File: src/rtl/axi4_pkg.sv
// Shared constants and FSM state encoding for the AXI4 slave memory controller.
package axi4_pkg;

  localparam logic [1:0] OKAY   = 2'b00;
  localparam logic [1:0] SLVERR = 2'b10;

  localparam logic [1:0] FIXED  = 2'b00;
  localparam logic [1:0] INCR   = 2'b01;

  typedef enum logic [2:0] {
    IDLE    = 3'd0,
    W_DATA  = 3'd1,
    W_RESP  = 3'd2,
    R_ISSUE = 3'd3,
    R_DATA  = 3'd4
  } state_t;

endpackage

File: src/rtl/axi4_mem_ctrl_if.sv
// AXI4 write/read channel bundle between interconnect (master) and the controller (slave).
// Valid/ready: a transfer happens on a rising clk edge where both are high; the source holds its payload steady from valid until that edge.
interface axi4_mem_ctrl_if #(
  parameter int ID_WIDTH   = 4,
  parameter int ADDR_WIDTH = 16,
  parameter int DATA_WIDTH = 32
) ();
  logic [ID_WIDTH-1:0]     awid;
  logic [ADDR_WIDTH-1:0]   awaddr;
  logic [7:0]              awlen;
  logic [1:0]              awburst;
  logic                    awvalid;
  logic                    awready;
  logic [DATA_WIDTH-1:0]   wdata;
  logic [DATA_WIDTH/8-1:0] wstrb;
  logic                    wlast;
  logic                    wvalid;
  logic                    wready;
  logic [ID_WIDTH-1:0]     bid;
  logic [1:0]              bresp;
  logic                    bvalid;
  logic                    bready;
  logic [ID_WIDTH-1:0]     arid;
  logic [ADDR_WIDTH-1:0]   araddr;
  logic [7:0]              arlen;
  logic [1:0]              arburst;
  logic                    arvalid;
  logic                    arready;
  logic [ID_WIDTH-1:0]     rid;
  logic [DATA_WIDTH-1:0]   rdata;
  logic [1:0]              rresp;
  logic                    rlast;
  logic                    rvalid;
  logic                    rready;

  modport slave (
    input  awid, awaddr, awlen, awburst, awvalid, output awready,
    input  wdata, wstrb, wlast, wvalid, output wready,
    output bid, bresp, bvalid, input bready,
    input  arid, araddr, arlen, arburst, arvalid, output arready,
    output rid, rdata, rresp, rlast, rvalid, input rready
  );

  modport master (
    output awid, awaddr, awlen, awburst, awvalid, input awready,
    output wdata, wstrb, wlast, wvalid, input wready,
    input  bid, bresp, bvalid, output bready,
    output arid, araddr, arlen, arburst, arvalid, input arready,
    input  rid, rdata, rresp, rlast, rvalid, output rready
  );
endinterface

File: src/rtl/axi4_rr_arb.sv
// Two-requester round-robin arbiter (write vs read); the pointer only moves when both contend.
module axi4_rr_arb (
  input  logic clk,
  input  logic rst_n,
  input  logic en,
  input  logic req_w,
  input  logic req_r,
  output logic gnt_w,
  output logic gnt_r
);
  logic prio_w;

  always_ff @(posedge clk) begin
    if (!rst_n) begin
      prio_w <= 1'b1;
    end else if (en && req_w && req_r) begin
      prio_w <= ~prio_w;
    end
  end

  always_comb begin
    gnt_w = en && req_w && (!req_r || prio_w);
    gnt_r = en && req_r && (!req_w || !prio_w);
  end
endmodule

File: src/rtl/axi4_mem_ctrl.sv
// AXI4 slave that turns one burst at a time into per-beat accesses of a single-port word memory
// with a 1-cycle registered read.
module axi4_mem_ctrl
  import axi4_pkg::*;
#(
  parameter int DATA_WIDTH = 32,
  parameter int ADDR_WIDTH = 16,
  parameter int MEM_AW     = 10,
  parameter int DEPTH      = 1024,
  parameter int ID_WIDTH   = 4
) (
  input  logic                  clk,
  input  logic                  rst_n,
  axi4_mem_ctrl_if.slave        axi,
  output logic                  mem_en,
  output logic                  mem_we,
  output logic [MEM_AW-1:0]     mem_addr,
  output logic [DATA_WIDTH-1:0] mem_wdata,
  input  logic [DATA_WIDTH-1:0] mem_rdata,
  output state_t                dbg_state
);
  localparam logic [ADDR_WIDTH:0] LIMIT = (ADDR_WIDTH+1)'(DEPTH*4);

  state_t                state, state_nxt;
  logic [ID_WIDTH-1:0]   id, id_nxt;
  logic [ADDR_WIDTH-1:0] addr, addr_nxt, addr_adv;
  logic [7:0]            len, len_nxt, beat_cnt, cnt_nxt;
  logic [1:0]            burst, burst_nxt;
  logic                  err, err_nxt;
  logic                  oor, last_beat, gnt_w, gnt_r;
  logic                  unused_wstrb;

  assign unused_wstrb = ^axi.wstrb;

  axi4_rr_arb u_arb (
    .clk   (clk),
    .rst_n (rst_n),
    .en    (state == IDLE),
    .req_w (axi.awvalid),
    .req_r (axi.arvalid),
    .gnt_w (gnt_w),
    .gnt_r (gnt_r)
  );

  // FIXED holds the address; INCR and the reserved encodings step by one word.
  assign addr_adv  = (burst == FIXED) ? addr : addr + ADDR_WIDTH'(4);
  assign oor       = {1'b0, addr} >= LIMIT;
  assign last_beat = (beat_cnt == len);
  assign mem_addr  = addr[MEM_AW+1:2];
  assign mem_wdata = axi.wdata;
  assign dbg_state = state;

  always_ff @(posedge clk) begin
    if (!rst_n) begin
      state    <= IDLE;
      id       <= '0;
      addr     <= '0;
      len      <= '0;
      burst    <= FIXED;
      beat_cnt <= '0;
      err      <= 1'b0;
    end else begin
      state    <= state_nxt;
      id       <= id_nxt;
      addr     <= addr_nxt;
      len      <= len_nxt;
      burst    <= burst_nxt;
      beat_cnt <= cnt_nxt;
      err      <= err_nxt;
    end
  end

  always_comb begin
    state_nxt   = state;
    id_nxt      = id;
    addr_nxt    = addr;
    len_nxt     = len;
    burst_nxt   = burst;
    cnt_nxt     = beat_cnt;
    err_nxt     = err;
    axi.awready = 1'b0;
    axi.arready = 1'b0;
    axi.wready  = 1'b0;
    axi.bvalid  = 1'b0;
    axi.bid     = '0;
    axi.bresp   = OKAY;
    axi.rvalid  = 1'b0;
    axi.rid     = '0;
    axi.rdata   = '0;
    axi.rresp   = OKAY;
    axi.rlast   = 1'b0;
    mem_en      = 1'b0;
    mem_we      = 1'b0;
    case (state)
      IDLE: begin
        axi.awready = gnt_w;
        axi.arready = gnt_r;
        if (gnt_w) begin
          id_nxt    = axi.awid;
          addr_nxt  = axi.awaddr;
          len_nxt   = axi.awlen;
          burst_nxt = axi.awburst;
          cnt_nxt   = '0;
          err_nxt   = 1'b0;
          state_nxt = W_DATA;
        end else if (gnt_r) begin
          id_nxt    = axi.arid;
          addr_nxt  = axi.araddr;
          len_nxt   = axi.arlen;
          burst_nxt = axi.arburst;
          cnt_nxt   = '0;
          err_nxt   = 1'b0;
          state_nxt = R_ISSUE;
        end
      end
      W_DATA: begin
        axi.wready = 1'b1;
        if (axi.wvalid) begin
          mem_en   = !oor;
          mem_we   = !oor;
          addr_nxt = addr_adv;
          cnt_nxt  = beat_cnt + 8'd1;
          // wlast is only checked; the beat counter alone ends the burst.
          if (oor || (axi.wlast != last_beat)) err_nxt = 1'b1;
          if (last_beat) state_nxt = W_RESP;
        end
      end
      W_RESP: begin
        axi.bvalid = 1'b1;
        axi.bid    = id;
        axi.bresp  = err ? SLVERR : OKAY;
        if (axi.bready) state_nxt = IDLE;
      end
      R_ISSUE: begin
        mem_en    = 1'b1;
        state_nxt = R_DATA;
      end
      R_DATA: begin
        axi.rvalid = 1'b1;
        axi.rid    = id;
        axi.rdata  = oor ? '0 : mem_rdata;
        axi.rresp  = oor ? SLVERR : OKAY;
        axi.rlast  = last_beat;
        if (axi.rready) begin
          addr_nxt  = addr_adv;
          cnt_nxt   = beat_cnt + 8'd1;
          state_nxt = last_beat ? IDLE : R_ISSUE;
        end
      end
      default: state_nxt = IDLE;
    endcase
    // A reset edge must not commit a memory access from the aborted burst.
    if (!rst_n) begin
      mem_en = 1'b0;
      mem_we = 1'b0;
    end
  end
endmodule

File: src/flat_wrapper.sv
// flat-port wrapper written by rule: the top's interface ports become plain ports
module axi4_mem_ctrl_flat import axi4_pkg::*;
#(
  parameter int DATA_WIDTH = 32,
  parameter int ADDR_WIDTH = 16,
  parameter int MEM_AW     = 10,
  parameter int DEPTH      = 1024,
  parameter int ID_WIDTH   = 4
)
  (clk, rst_n, mem_en, mem_we, mem_addr, mem_wdata, mem_rdata, dbg_state, axi_awid, axi_awaddr, axi_awlen, axi_awburst, axi_awvalid, axi_awready, axi_wdata, axi_wstrb, axi_wlast, axi_wvalid, axi_wready, axi_bid, axi_bresp, axi_bvalid, axi_bready, axi_arid, axi_araddr, axi_arlen, axi_arburst, axi_arvalid, axi_arready, axi_rid, axi_rdata, axi_rresp, axi_rlast, axi_rvalid, axi_rready);
  axi4_mem_ctrl_if #(.ID_WIDTH(ID_WIDTH), .ADDR_WIDTH(ADDR_WIDTH), .DATA_WIDTH(DATA_WIDTH)) axi_i ();
  input  logic clk;
  input  logic rst_n;
  output logic mem_en;
  output logic mem_we;
  output logic [MEM_AW-1:0] mem_addr;
  output logic [DATA_WIDTH-1:0] mem_wdata;
  input  logic [DATA_WIDTH-1:0] mem_rdata;
  output state_t dbg_state;
  input wire logic [$bits(axi_i.awid)-1:0] axi_awid;
  input wire logic [$bits(axi_i.awaddr)-1:0] axi_awaddr;
  input wire logic [$bits(axi_i.awlen)-1:0] axi_awlen;
  input wire logic [$bits(axi_i.awburst)-1:0] axi_awburst;
  input wire logic [$bits(axi_i.awvalid)-1:0] axi_awvalid;
  output wire logic [$bits(axi_i.awready)-1:0] axi_awready;
  input wire logic [$bits(axi_i.wdata)-1:0] axi_wdata;
  input wire logic [$bits(axi_i.wstrb)-1:0] axi_wstrb;
  input wire logic [$bits(axi_i.wlast)-1:0] axi_wlast;
  input wire logic [$bits(axi_i.wvalid)-1:0] axi_wvalid;
  output wire logic [$bits(axi_i.wready)-1:0] axi_wready;
  output wire logic [$bits(axi_i.bid)-1:0] axi_bid;
  output wire logic [$bits(axi_i.bresp)-1:0] axi_bresp;
  output wire logic [$bits(axi_i.bvalid)-1:0] axi_bvalid;
  input wire logic [$bits(axi_i.bready)-1:0] axi_bready;
  input wire logic [$bits(axi_i.arid)-1:0] axi_arid;
  input wire logic [$bits(axi_i.araddr)-1:0] axi_araddr;
  input wire logic [$bits(axi_i.arlen)-1:0] axi_arlen;
  input wire logic [$bits(axi_i.arburst)-1:0] axi_arburst;
  input wire logic [$bits(axi_i.arvalid)-1:0] axi_arvalid;
  output wire logic [$bits(axi_i.arready)-1:0] axi_arready;
  output wire logic [$bits(axi_i.rid)-1:0] axi_rid;
  output wire logic [$bits(axi_i.rdata)-1:0] axi_rdata;
  output wire logic [$bits(axi_i.rresp)-1:0] axi_rresp;
  output wire logic [$bits(axi_i.rlast)-1:0] axi_rlast;
  output wire logic [$bits(axi_i.rvalid)-1:0] axi_rvalid;
  input wire logic [$bits(axi_i.rready)-1:0] axi_rready;
  assign axi_i.awid = axi_awid;
  assign axi_i.awaddr = axi_awaddr;
  assign axi_i.awlen = axi_awlen;
  assign axi_i.awburst = axi_awburst;
  assign axi_i.awvalid = axi_awvalid;
  assign axi_awready = axi_i.awready;
  assign axi_i.wdata = axi_wdata;
  assign axi_i.wstrb = axi_wstrb;
  assign axi_i.wlast = axi_wlast;
  assign axi_i.wvalid = axi_wvalid;
  assign axi_wready = axi_i.wready;
  assign axi_bid = axi_i.bid;
  assign axi_bresp = axi_i.bresp;
  assign axi_bvalid = axi_i.bvalid;
  assign axi_i.bready = axi_bready;
  assign axi_i.arid = axi_arid;
  assign axi_i.araddr = axi_araddr;
  assign axi_i.arlen = axi_arlen;
  assign axi_i.arburst = axi_arburst;
  assign axi_i.arvalid = axi_arvalid;
  assign axi_arready = axi_i.arready;
  assign axi_rid = axi_i.rid;
  assign axi_rdata = axi_i.rdata;
  assign axi_rresp = axi_i.rresp;
  assign axi_rlast = axi_i.rlast;
  assign axi_rvalid = axi_i.rvalid;
  assign axi_i.rready = axi_rready;
  axi4_mem_ctrl #(.DATA_WIDTH(DATA_WIDTH), .ADDR_WIDTH(ADDR_WIDTH), .MEM_AW(MEM_AW), .DEPTH(DEPTH), .ID_WIDTH(ID_WIDTH)) u_core (.clk(clk), .rst_n(rst_n), .axi(axi_i), .mem_en(mem_en), .mem_we(mem_we), .mem_addr(mem_addr), .mem_wdata(mem_wdata), .mem_rdata(mem_rdata), .dbg_state(dbg_state));
endmodule
File: config.mk
export PLATFORM = sky130hd
export DESIGN_NAME = axi4_mem_ctrl_flat
export DESIGN_NICKNAME = d
export VERILOG_FILES = /design/src/rtl/axi4_pkg.sv /design/src/rtl/axi4_mem_ctrl_if.sv /design/src/rtl/axi4_rr_arb.sv /design/src/rtl/axi4_mem_ctrl.sv /design/src/flat_wrapper.sv
export SDC_FILE = /design/constraint.sdc
export NUM_CORES = 1
export LEC_CHECK = 0
export CAP_MARGIN = 20
export CORE_ASPECT_RATIO = 2
export CORE_MARGIN = 2
export CORE_UTILIZATION = 35
export CTS_BUF_LIST = sky130_fd_sc_hd__clkbuf_4
export CTS_CLUSTER_DIAMETER = 200
export DETAILED_ROUTE_END_ITERATION = 6
export GPL_ROUTABILITY_DRIVEN = 0
export PLACE_DENSITY = 0.81
export SYNTH_ARGS = -nofsm -noshare
export SYNTH_HDL_FRONTEND = slang
export SYNTH_HIERARCHICAL = 1
export SYNTH_SLANG_ARGS = --single-unit
File: constraint.sdc
create_clock -name clk -period 6.5 [get_ports clk]
set_input_delay 0.975 -clock clk [delete_from_list [all_inputs] [get_ports clk]]
set_output_delay 0.975 -clock clk [all_outputs]
set_load 0.01 [all_outputs]
==> impl_metrics.tcl <==
set metrics [dict create \
    vias 3326 \
    worstPathRequired_ns 5.52 \
    synth_edf_count 0 \
    syn_avg_cell_area_sq_um 7.89 \
    cap_violations 0 \
    cts_buffer_depth 2 \
    p_per_area_nw_per_um2 344 \
    port_buffers 158 \
    die_h_microns 140 \
    worst_r2r_endpoint "u_core/addr[2]$_SDFFE_PN0P_" \
    ff2ff_path_depth 10 \
    fin_skew_ns 0.0233 \
    fillers 858 \
    rr_startpoint "u_core/dbg_state[1]$_SDFFE_PN0P_" \
    dieArea_sq_um 10100 \
    synthCells 413 \
    status "finished, final reports clean" \
    ctsHtreeMaxLevel 2 \
    area_delta_synth_final_pct 41.6 \
    ys.flop_type "dfxtp_1" \
    total_power_w 0.00159 \
    insertion_delay_ns 0.36 \
    design_area_sq_um 4610 \
    ctsResizeCount 0 \
    min_period_over_period 0.620 \
    cts_root_buffer "clkbuf_4" \
    min_path_type "reg2reg" \
    viasPerCell 5.43 \
    end_kind "output pin" \
    postRouteAntennaNets 0 \
    slew_viol_final 0 \
    synth.yosys.seq_area_share 0.252 \
    hold_start "u_core/burst[1]$_SDFFE_PN0P_" \
    critPathMaxStageDelay_ns 0.62 \
    path_depth 5 \
    yosys.area.top_type "dfxtp_1" \
    post-dp-hpwl_microns 8310 \
    cts_hold_buffers 0 \
    worst_slew_pin_slew_ns 0.923 \
    layout-drive-gt1-share 0.0489 \
    grt_pass1_wl_microns 16600 \
    whs_path_depth 1 \
    yosys_register_bits 41 \
    cp.arrival_ns 3.05 \
    worstSetupPathType "reg2out" \
    ioPinCount 233 \
    synth_cell_types 47 \
    path_buf_inv 2 \
    fin_crit_ns 4.03 \
    peakVddDrop_v 0.000152 \
    cts_setup_buffers 0 \
    setup_viol 0 \
    finalSetupTns_ns 0 \
    num_antenna_cells 0 \
    start_kind "flip-flop" \
    max_slew_margin 0.384 \
    cts_sinks 41 \
    cts_tree "built" \
    r2r_setup_slack_ns 3.10 \
    track_usage 0.205 \
    hold_viol 0 \
    antenna_found_initial 0 \
    drc_errors 0 \
    synth_area_leaders "dfxtp_1 (25%), buf_4 (10%), and3_1 (8.1%), mux2i_1 (8.0%), o211a_1 (4.6%)" \
    async_flop_share 0 \
    crit_path_max_fanout 33 \
    nNetsFinal 649 \
    yosys.area.top_type_share 0.252 \
    grt_pass1_vias 3384 \
    hold_path_end "u_core/burst[1]$_SDFFE_PN0P_" \
    placed_area_sq_um 4530 \
    crit_family "buffers and inverters" \
    ys_warn_count 6 \
    leakagePower_nw 1.98 \
    die_w_microns 72.2 \
    fin_util 0.512 \
    seq_area_sq_um 821 \
    netlist_area_sq_um 3260 \
    path_cells "nor2_1 > nand2_1 > inv_1 > and3_1 > clkdlybuf4s50_1" \
    cpMaxStageDelayCell "dfxtp_1" \
    grt_max_degree 42 \
    cts_made_buffers 5 \
    wirelength_microns 10600 \
    rsz0062_at_grt "false" \
    dr.pass1.iters 4 \
    drt-wirelength-per-cell_microns 17.4 \
    drt_iter0_markers 127 \
    start_util 0.361 \
    overflow 0 \
    path_clk_slew_ns 0.14 \
    fmax_ghz 0.248 \
    rows 49 \
    core_area_sq_um 9010 \
    multiInputGateArea_sq_um 1940 \
]
==> state kept, by name (all words and copies together) (netlist names) <==
| signal | flops |
|---|---|
| u_core/u_arb/prio_w | 1 |
| u_core/id | 4 |
| u_core/beat_cnt | 8 |
| u_core/burst | 2 |
| u_core/dbg_state | 3 |
| u_core/err | 1 |
| u_core/addr | 14 |
| u_core/len | 8 |
==> how the worst max path moves through the flow <==
stage	startpoint	end	slack, ns
after floorplan	u_core/dbg_state[0]$_SDFFE_PN0P_	axi_awready	3.46
after global placement	rst_n	mem_en	2.78
after detailed placement	rst_n	mem_en	2.77
after CTS	u_core/dbg_state[1]$_SDFFE_PN0P_	axi_rdata[14]	2.49
after global routing	u_core/dbg_state[1]$_SDFFE_PN0P_	axi_rdata[14]	2.25
final	u_core/dbg_state[1]$_SDFFE_PN0P_	axi_rdata[14]	2.47
==> layout by cell type (no fill, tap or decap), types with 6 or more instances in the layout <==
cell / synthesis / final
mux2i_1: 26 / 26
xnor2_1: 9 / 9
a21oi_1: 17 / 16
o211a_1: 15 / 15
nor2b_1: 9 / 9
nor2_1: 28 / 28
inv_1: 6 / 6
dfxtp_1: 41 / 41
and3_1: 42 / 42
clkbuf_4: 0 / 6
o21ai_0: 14 / 14
nor4_1: 7 / 6
nor3_1: 8 / 8
xor2_1: 8 / 8
clkdlybuf4s50_1: 0 / 158
nand2_1: 37 / 37
nand3_1: 7 / 7
==> layer usage <==
metal | global-route usage | wire length, microns | up-vias
li1 | - | - | 1622
met1 | 0.206 | 3630 | 1564
met2 | 0.377 | 5980 | 112
met3 | 0.0388 | 677 | 28
met4 | 0.116 | 356 | 0
met5 | 0 | 0 | -
==> cells in the mapped netlist (3+ instances only) <==
cell      count
o211a_1      15
a211oi_1      3
o22ai_1       3
a21oi_1      17
nor3_1        8
nor2_1       28
o21ai_0      14
o21a_1        3
and3_1       42
ha_1          3
dfxtp_1      41
xnor2_1       9
nor4_1        7
xor2_1        8
clkbuf_1     13
buf_6         5
inv_1         6
mux2i_1      26
o221a_2       4
buf_4        45
and2_1        5
buf_2        11
or3_1         5
nand3_1       7
nand4_1       4
nor2b_1       9
nand2_1      37
a31oi_1       3
o211ai_1      4
==> per-stage QoR <==
| stage | std cells | hold WS (ns) | setup WS [ns] |
|---|---|---|---|
| 6_report | 613 | 0.532 | 2.47 |
| 5_1_grt | 613 | 0.553 | 2.25 |
| 4_1_cts | 613 | 0.526 | 2.49 |
| 3_5_place_dp | 605 | 0.493 | 2.77 |
| 3_3_place_gp | 605 | 0.487 | 2.78 |
| 2_1_floorplan | 414 | 0.472 | 3.46 |
==> power breakdown <==
part / switching, W / internal, W
Clock: 0.0000872 / 0.0000861
Sequential: 0.000131 / 0.000345
Combinational: 0.000510 / 0.000428
Total: 0.000728 / 0.000859
==> final cells by class <==
cell class | count | share of cell area
tap | 102 | 0.0277
clock inverter | 2 | 0.00841
timing repair buffer | 163 | 0.351
inverter | 6 | 0.00488
multi-input combinational | 293 | 0.420
sequential | 41 | 0.178
clock buffer | 6 | 0.00977
==> logic make-up (layout without fill, tap and decap cells) <==
group,after synthesis,after routing,share of synthesized area
compound gates,83,83,0.191
xor+xnor,17,17,0.0457
fa+ha+maj,3,3,0.0115
buf+inv,80,177,0.160
flops,41,41,0.252
mux,26,26,0.0799
other cells,1,2,0.00115
simple gates,162,162,0.259
Power figures use the tool's default switching activity.
